## src/rtl/avalon_packet_arbiter_pkg.sv

```systemverilog
// avalon_arb_pack
// Shared types and constants for the two-input Avalon-ST packet arbiter.
//   arb_state_t      : arbiter FSM states
//   PKT_COUNT_WIDTH  : width of the optional per-input packet counters
//   GRANT_*          : one-hot owner encodings used on the grant bus
//   sat_inc          : saturating increment for the packet counters
package avalon_arb_pack;

  typedef enum logic [1:0] {IDLE, GRANT_FIRST, GRANT_SECOND} arb_state_t;

  localparam int PKT_COUNT_WIDTH = 16;

  localparam logic [1:0] GRANT_NONE      = 2'b00;
  localparam logic [1:0] GRANT_FIRST_OH  = 2'b01;
  localparam logic [1:0] GRANT_SECOND_OH = 2'b10;

  // Counters stick at all-ones rather than wrapping back to zero.
  function automatic logic [PKT_COUNT_WIDTH-1:0] sat_inc(input logic [PKT_COUNT_WIDTH-1:0] value);
    return (&value) ? value : value + 1'b1;
  endfunction

endpackage

```

## src/rtl/avalon_packet_arbiter_rr_picker.sv

```systemverilog
// avalon_rr_picker
// Two-requester round-robin picker. Produces a one-hot winner from the
// request bits and remembers who was granted last.
//   clk, rst   : clock, asynchronous active-high reset
//   req[1:0]   : request bits, bit 0 = first requester, bit 1 = second
//   update_en  : commit the current winner as the new last grant
//   winner[1:0]: one-hot winner, 2'b00 when nobody requests
module avalon_rr_picker
  import avalon_arb_pack::*;
(
  input  logic       clk,
  input  logic       rst,
  input  logic [1:0] req,
  input  logic       update_en,
  output logic [1:0] winner
);

  logic [1:0] last_grant_q;
  logic [1:0] last_grant_d;

  // On a tie the requester that did not win last time gets the output.
  always_comb begin
    winner = GRANT_NONE;
    unique case (req)
      2'b01:   winner = GRANT_FIRST_OH;
      2'b10:   winner = GRANT_SECOND_OH;
      2'b11:   winner = (last_grant_q == GRANT_FIRST_OH) ? GRANT_SECOND_OH : GRANT_FIRST_OH;
      default: winner = GRANT_NONE;
    endcase
    last_grant_d = update_en ? winner : last_grant_q;
  end

  // Resetting to "second" lets the first requester win the first tie.
  always_ff @(posedge clk or posedge rst) begin
    if (rst) begin
      last_grant_q <= GRANT_SECOND_OH;
    end else begin
      last_grant_q <= last_grant_d;
    end
  end

endmodule

```

## src/rtl/avalon_packet_arbiter.sv

```systemverilog
// avalon_packet_arbiter
// Packet-level round-robin arbiter merging two Avalon-ST streams into one
// without interleaving packets. A winner owns msg_out from SOP through EOP.
// Non-SOP beats that show up while idle are drained and flagged.
//   clk, rst            : clock, asynchronous active-high reset
//   first_msg_in_*      : requester 0 stream (data/valid/ready/sop/eop/empty)
//   second_msg_in_*     : requester 1 stream
//   msg_out_*           : merged output stream
//   first_drop_indi     : one-cycle pulse, a stray requester 0 beat was dropped
//   second_drop_indi    : same for requester 1
//   grant[1:0]          : one-hot owner of msg_out, 2'b00 while idle
// Optional feature macro AVALON_ARB_PKT_COUNT_EN adds first_pkt_count and
// second_pkt_count, saturating counts of forwarded EOP beats per input.
module avalon_packet_arbiter
  import avalon_arb_pack::*;
#(
  parameter  int DATA_WIDTH_IN_BYTES = 16,
  localparam int DATA_W  = DATA_WIDTH_IN_BYTES * 8,
  localparam int EMPTY_W = (DATA_WIDTH_IN_BYTES > 1) ? $clog2(DATA_WIDTH_IN_BYTES) : 1
)
(
  input  logic               clk,
  input  logic               rst,

  input  logic [DATA_W-1:0]  first_msg_in_data,
  input  logic               first_msg_in_valid,
  output logic               first_msg_in_ready,
  input  logic               first_msg_in_sop,
  input  logic               first_msg_in_eop,
  input  logic [EMPTY_W-1:0] first_msg_in_empty,

  input  logic [DATA_W-1:0]  second_msg_in_data,
  input  logic               second_msg_in_valid,
  output logic               second_msg_in_ready,
  input  logic               second_msg_in_sop,
  input  logic               second_msg_in_eop,
  input  logic [EMPTY_W-1:0] second_msg_in_empty,

  output logic [DATA_W-1:0]  msg_out_data,
  output logic               msg_out_valid,
  input  logic               msg_out_ready,
  output logic               msg_out_sop,
  output logic               msg_out_eop,
  output logic [EMPTY_W-1:0] msg_out_empty,

  output logic               first_drop_indi,
  output logic               second_drop_indi,
  output logic [1:0]         grant
`ifdef AVALON_ARB_PKT_COUNT_EN
  ,
  output logic [PKT_COUNT_WIDTH-1:0] first_pkt_count,
  output logic [PKT_COUNT_WIDTH-1:0] second_pkt_count
`endif
);

  arb_state_t state_q, state_d;
  logic [1:0] grant_q, grant_d;
  logic       first_drop_q, first_drop_d;
  logic       second_drop_q, second_drop_d;

  logic [1:0] req;
  logic [1:0] winner;
  logic       pick_update;

  assign req = {second_msg_in_valid & second_msg_in_sop,
                first_msg_in_valid  & first_msg_in_sop};

  avalon_rr_picker u_picker (
    .clk       (clk),
    .rst       (rst),
    .req       (req),
    .update_en (pick_update),
    .winner    (winner)
  );

  // Drain readiness is gated by rst so no stray beat is consumed while the
  // drop flags are held in reset and could not report it.
  always_comb begin
    state_d             = state_q;
    grant_d             = grant_q;
    first_drop_d        = 1'b0;
    second_drop_d       = 1'b0;
    pick_update         = 1'b0;
    msg_out_data        = '0;
    msg_out_valid       = 1'b0;
    msg_out_sop         = 1'b0;
    msg_out_eop         = 1'b0;
    msg_out_empty       = '0;
    first_msg_in_ready  = 1'b0;
    second_msg_in_ready = 1'b0;

    unique case (state_q)
      IDLE: begin
        first_msg_in_ready  = first_msg_in_valid  & ~first_msg_in_sop  & ~rst;
        second_msg_in_ready = second_msg_in_valid & ~second_msg_in_sop & ~rst;
        first_drop_d        = first_msg_in_ready;
        second_drop_d       = second_msg_in_ready;
        if (winner == GRANT_FIRST_OH) begin
          state_d     = GRANT_FIRST;
          grant_d     = GRANT_FIRST_OH;
          pick_update = 1'b1;
        end else if (winner == GRANT_SECOND_OH) begin
          state_d     = GRANT_SECOND;
          grant_d     = GRANT_SECOND_OH;
          pick_update = 1'b1;
        end
      end

      GRANT_FIRST: begin
        msg_out_data       = first_msg_in_data;
        msg_out_valid      = first_msg_in_valid;
        msg_out_sop        = first_msg_in_sop;
        msg_out_eop        = first_msg_in_eop;
        msg_out_empty      = first_msg_in_empty;
        first_msg_in_ready = msg_out_ready;
        if (first_msg_in_valid && msg_out_ready && first_msg_in_eop) begin
          state_d = IDLE;
          grant_d = GRANT_NONE;
        end
      end

      GRANT_SECOND: begin
        msg_out_data        = second_msg_in_data;
        msg_out_valid       = second_msg_in_valid;
        msg_out_sop         = second_msg_in_sop;
        msg_out_eop         = second_msg_in_eop;
        msg_out_empty       = second_msg_in_empty;
        second_msg_in_ready = msg_out_ready;
        if (second_msg_in_valid && msg_out_ready && second_msg_in_eop) begin
          state_d = IDLE;
          grant_d = GRANT_NONE;
        end
      end

      default: begin
        state_d = IDLE;
        grant_d = GRANT_NONE;
      end
    endcase
  end

  always_ff @(posedge clk or posedge rst) begin
    if (rst) begin
      state_q       <= IDLE;
      grant_q       <= GRANT_NONE;
      first_drop_q  <= 1'b0;
      second_drop_q <= 1'b0;
    end else begin
      state_q       <= state_d;
      grant_q       <= grant_d;
      first_drop_q  <= first_drop_d;
      second_drop_q <= second_drop_d;
    end
  end

  assign grant            = grant_q;
  assign first_drop_indi  = first_drop_q;
  assign second_drop_indi = second_drop_q;

`ifdef AVALON_ARB_PKT_COUNT_EN
  logic [PKT_COUNT_WIDTH-1:0] first_pkt_count_q, first_pkt_count_d;
  logic [PKT_COUNT_WIDTH-1:0] second_pkt_count_q, second_pkt_count_d;

  // A packet counts when its EOP beat actually transfers to msg_out.
  always_comb begin
    first_pkt_count_d  = first_pkt_count_q;
    second_pkt_count_d = second_pkt_count_q;
    if (state_q == GRANT_FIRST && first_msg_in_valid && msg_out_ready && first_msg_in_eop) begin
      first_pkt_count_d = sat_inc(first_pkt_count_q);
    end
    if (state_q == GRANT_SECOND && second_msg_in_valid && msg_out_ready && second_msg_in_eop) begin
      second_pkt_count_d = sat_inc(second_pkt_count_q);
    end
  end

  always_ff @(posedge clk or posedge rst) begin
    if (rst) begin
      first_pkt_count_q  <= '0;
      second_pkt_count_q <= '0;
    end else begin
      first_pkt_count_q  <= first_pkt_count_d;
      second_pkt_count_q <= second_pkt_count_d;
    end
  end

  assign first_pkt_count  = first_pkt_count_q;
  assign second_pkt_count = second_pkt_count_q;
`endif

endmodule

```

## config.mk

```make
export PLATFORM = sky130hd
export DESIGN_NAME = avalon_packet_arbiter
export DESIGN_NICKNAME = d
export VERILOG_FILES = /design/src/rtl/avalon_packet_arbiter_pkg.sv /design/src/rtl/avalon_packet_arbiter_rr_picker.sv /design/src/rtl/avalon_packet_arbiter.sv
export SDC_FILE = /design/constraint.sdc
export NUM_CORES = 1
export LEC_CHECK = 0
export CAP_MARGIN = 20
export CELL_PAD_IN_SITES_DETAIL_PLACEMENT = 1
export CELL_PAD_IN_SITES_GLOBAL_PLACEMENT = 1
export CORE_AREA = 5 5 158 160
export CTS_CLUSTER_DIAMETER = 200
export CTS_CLUSTER_SIZE = 16
export DETAILED_ROUTE_END_ITERATION = 10
export DIE_AREA = 0 0 163 165
export PLACE_DENSITY_LB_ADDON = 0.15
export SLEW_MARGIN = 20
export SYNTH_ARGS = -nofsm -noshare
export SYNTH_HDL_FRONTEND = slang
export SYNTH_HIERARCHICAL = 1
export SYNTH_SLANG_ARGS = --single-unit
```

## constraint.sdc

```tcl
create_clock -name clk -period 3.6 [get_ports clk]
set_input_delay 0.36 -clock clk [delete_from_list [all_inputs] [get_ports clk]]
set_output_delay 0.36 -clock clk [all_outputs]
set_load 0.02 [all_outputs]
```

==> metrics.md <==
| Metric | Value |
|---|---|
| Status | `completed` |
| Synth top area cells | `a22oi_1, nor2b_1, buf_2` |
| H-tree Lvls | `1` |
| Drt first-iter violations | `185` |
| LEAKAGE | `2.221 nW` |
| Final instance area | `7033 µm²` |
| RSZ-0062 raised after global routing | `no` |
| Final period utilization | `84.36%` |
| Slew @ Worst Pin | `570.8 ps` |
| Area leader, netlist | `a22oi_1` |
| Syn Area/Cell | `7.075 µm²` |
| Reg2Reg Depth | `5` |
| Core Footprint | `23,260 µm²` |
| Via Count | `4,350` |
| Die area | `26,900 µm²` |
| Tot GR Track Use | `13.66%` |
| Routed Antenna Nets | `0` |
| Syn. warnings | `6` |
| Final core occ | `30.23%` |
| DRC | `0` |
| Post-Syn Area | `2497 µm²` |
| Final hold violations | `0` |
| Top-count cell post-synth | `nor2b_1` |
| Root Driver | `clkbuf_16` |
| Final RePlAce weighted congestion | `0.8278` |
| Hold Crit Class | `input pin to asynchronous set/reset pin` |
| Hold Buf Count CTS | `0` |
| Largest net degree at the start of global routing | `76` |
| Max Clock Freq | `329.3 MHz` |
| DR WL/cell | `19.61 µm` |
| Starting density of the core | `10.74%` |
| Post-Layout Cell Count | `1,054` |
| Crit path cell chain | `inv_1, ha_4, buf_4, a22oi_1, nor2b_1, clkdlybuf4s50_1` |
| Final Setup Violations | `0` |
| Postcts setup bufs | `0` |
| Clock Path Buffers | `2` |
| Critical Path End Type | `output port` |
| FP Rows | `56` |
| Total iterations of the first detailed-routing run | `4` |
| #FFs+latches synth | `6` |
| Max Cap Viol | `0` |
| Clk slew on worst S/H paths | `30 ps` |
| Post-DP Area | `6949 µm²` |
| Post-Route WL | `20,670 µm` |
| Die height | `165 µm` |
| Vias in the first global route | `4,636` |
| Clock Skews | `6.113 ps` |
| Async SR Flop Fraction | `100.0%` |
| Peak supply drop | `310.6 µV` |
| Layout area overhead | `181.6%` |
| Max Slew Vio Count | `0` |
| Sequential share of the synthesized area | `6.062%` |
| Resized cells post-CTS | `0` |
| I/O pin count | `414` |
| Critical-path maximum fanout | `43` |
| Critical path launch point type | `flop` |
| Share of cells above drive strength 1 | `3.001%` |
| Post-synth EDFFs | `0` |
| Top_reg_cell synth | `dfrtp_1` |
| Top cell type's share of synthesized area | `40.58%` |
| Post-DP HPWL | `17,260 µm` |
| First-pass GRT wire length | `28,830 µm` |
| Width of the die | `163 µm` |
| Hold_ws | `400.6 ps` |
| Commonest cells post-synth | `nor2b_1, a22oi_1, buf_2, clkbuf_1` |
| Power density over cell area | `483.0 nW/µm²` |
| DP Cell Count | `1,048` |
| CP peak stage delay | `680 ps` |
| Vias/cell | `4.127` |
| WP data arrival | `2680 ps` |
| Worst path slowest cell | `clkdlybuf4s50_1` |
| Gr ovfl total | `0` |
| TritonCTS clock tree | `yes` |
| Net Count, Synth | `630` |
| Worst slew margin | `61.95%` |
| Mapped Cells | `353` |
| Fin nets | `1,011` |
| Crit Path Category | `flop to output port` |
| Worst-Skew Late Latency | `230 ps` |
| IO Port Bufs | `413` |
| Setup TNS | `0 ps` |
| CP required | `3240 ps` |
| Crit path time final | `3037 ps` |
| Initial antenna violation count | `2` |
| CTS buffer count | `3` |
| Clk sinks | `6` |
| Netlist cell types | `24` |
==> where the power goes <==
group	switching (mW)	internal, mW	leakage [nW]
registers	0.0212	0.0932	0.0770
logic	1.56	1.54	2.11
clock network	0.0414	0.147	0.0382
total	1.62	1.78	2.22
==> critical path, delay by kind of cell (launching register included) <==
family,cells,cell delay (ps)
buf+inv,3,1210
fa+ha+maj,1,530
flops,1,430
compound gates,1,130
simple gates,1,120
==> placed cells by master (no fill, tap or decap), drive strengths merged, types with 3 or more instances in the layout <==
cell type / synthesis / layout
clkdlybuf4s50: 0 / 413
nor2b: 137 / 137
a22oi: 136 / 136
buf: 35 / 8
inv: 5 / 5
dfrtp: 5 / 5
ha: 4 / 4
clkbuf: 10 / 4
nand2: 3 / 3
==> per-layer routing <==
| layer | global-route usage, % | part of all wire [%] | wire length (µm) | up-vias |
|---|---|---|---|---|
| li1 | - | - | - | 2069 |
| met3 | 3.893 | 8.6 | 1776 | 20 |
| met1 | 14.37 | 36 | 7390 | 2035 |
| met5 | 0 | 0 | 0 | - |
| met2 | 26.57 | 54 | 11080 | 226 |
| met4 | 3.431 | 2.0 | 414 | 0 |
==> logic make-up (layout without fill, tap and decap cells) <==
logic type | Yosys count | in the layout | synth area share [%]
buffers and inverters | 50 | 430 | 9.920
AO/OA/AOI/OAI | 144 | 144 | 43.99
multiplexers | 2 | 2 | 0.8016
AND/OR/NAND/NOR | 147 | 147 | 37.22
other | 0 | 2 | 0
flip-flops | 6 | 6 | 6.062
adder cells (fa/ha/maj) | 4 | 4 | 2.004
==> final timing paths <==
| check | start | slack, ps | to |
|---|---|---|---|
| worst min-delay path | rst | 400 | u_picker/last_grant_q[0] |
| min in group clk | u_picker/last_grant_q[1] | 540 | u_picker/last_grant_q[1] |
| worst max register to register | grant[1] | 1660 | grant[0] |
| worst min register to register | u_picker/last_grant_q[1] | 540 | u_picker/last_grant_q[1] |
| worst max-delay path | grant[1] | 560 | msg_out_data[73] |
| max in group asynchronous | rst | 2990 | grant[1] |
==> flip-flops by register name, indices dropped and copies added, names as in the netlist <==
register and cells:
second_drop_indi 1, first_drop_indi 1, grant 2, u_picker/last_grant_q 2
==> area by class of cell <==
type / count / area (µm²)
diodes: 2 / 5.005
clock buffers: 4 / 78.83
fillers: 2744 / 16230
inverters: 5 / 18.77
multi-input cells: 297 / 2136
flip-flops and latches: 6 / 151.4
well taps: 319 / 399.1
repair buffers: 421 / 4244
==> stage by stage <==
step           setup WS [ps]  power, mW
3_3_place_gp           852.0      3.217
6_report               563.1      3.397
2_1_floorplan           1609      1.873
5_1_grt                377.4      3.639
3_5_place_dp           742.0      3.261
4_1_cts                503.4      3.459
Note: power is estimated with default switching activity, not from simulation.
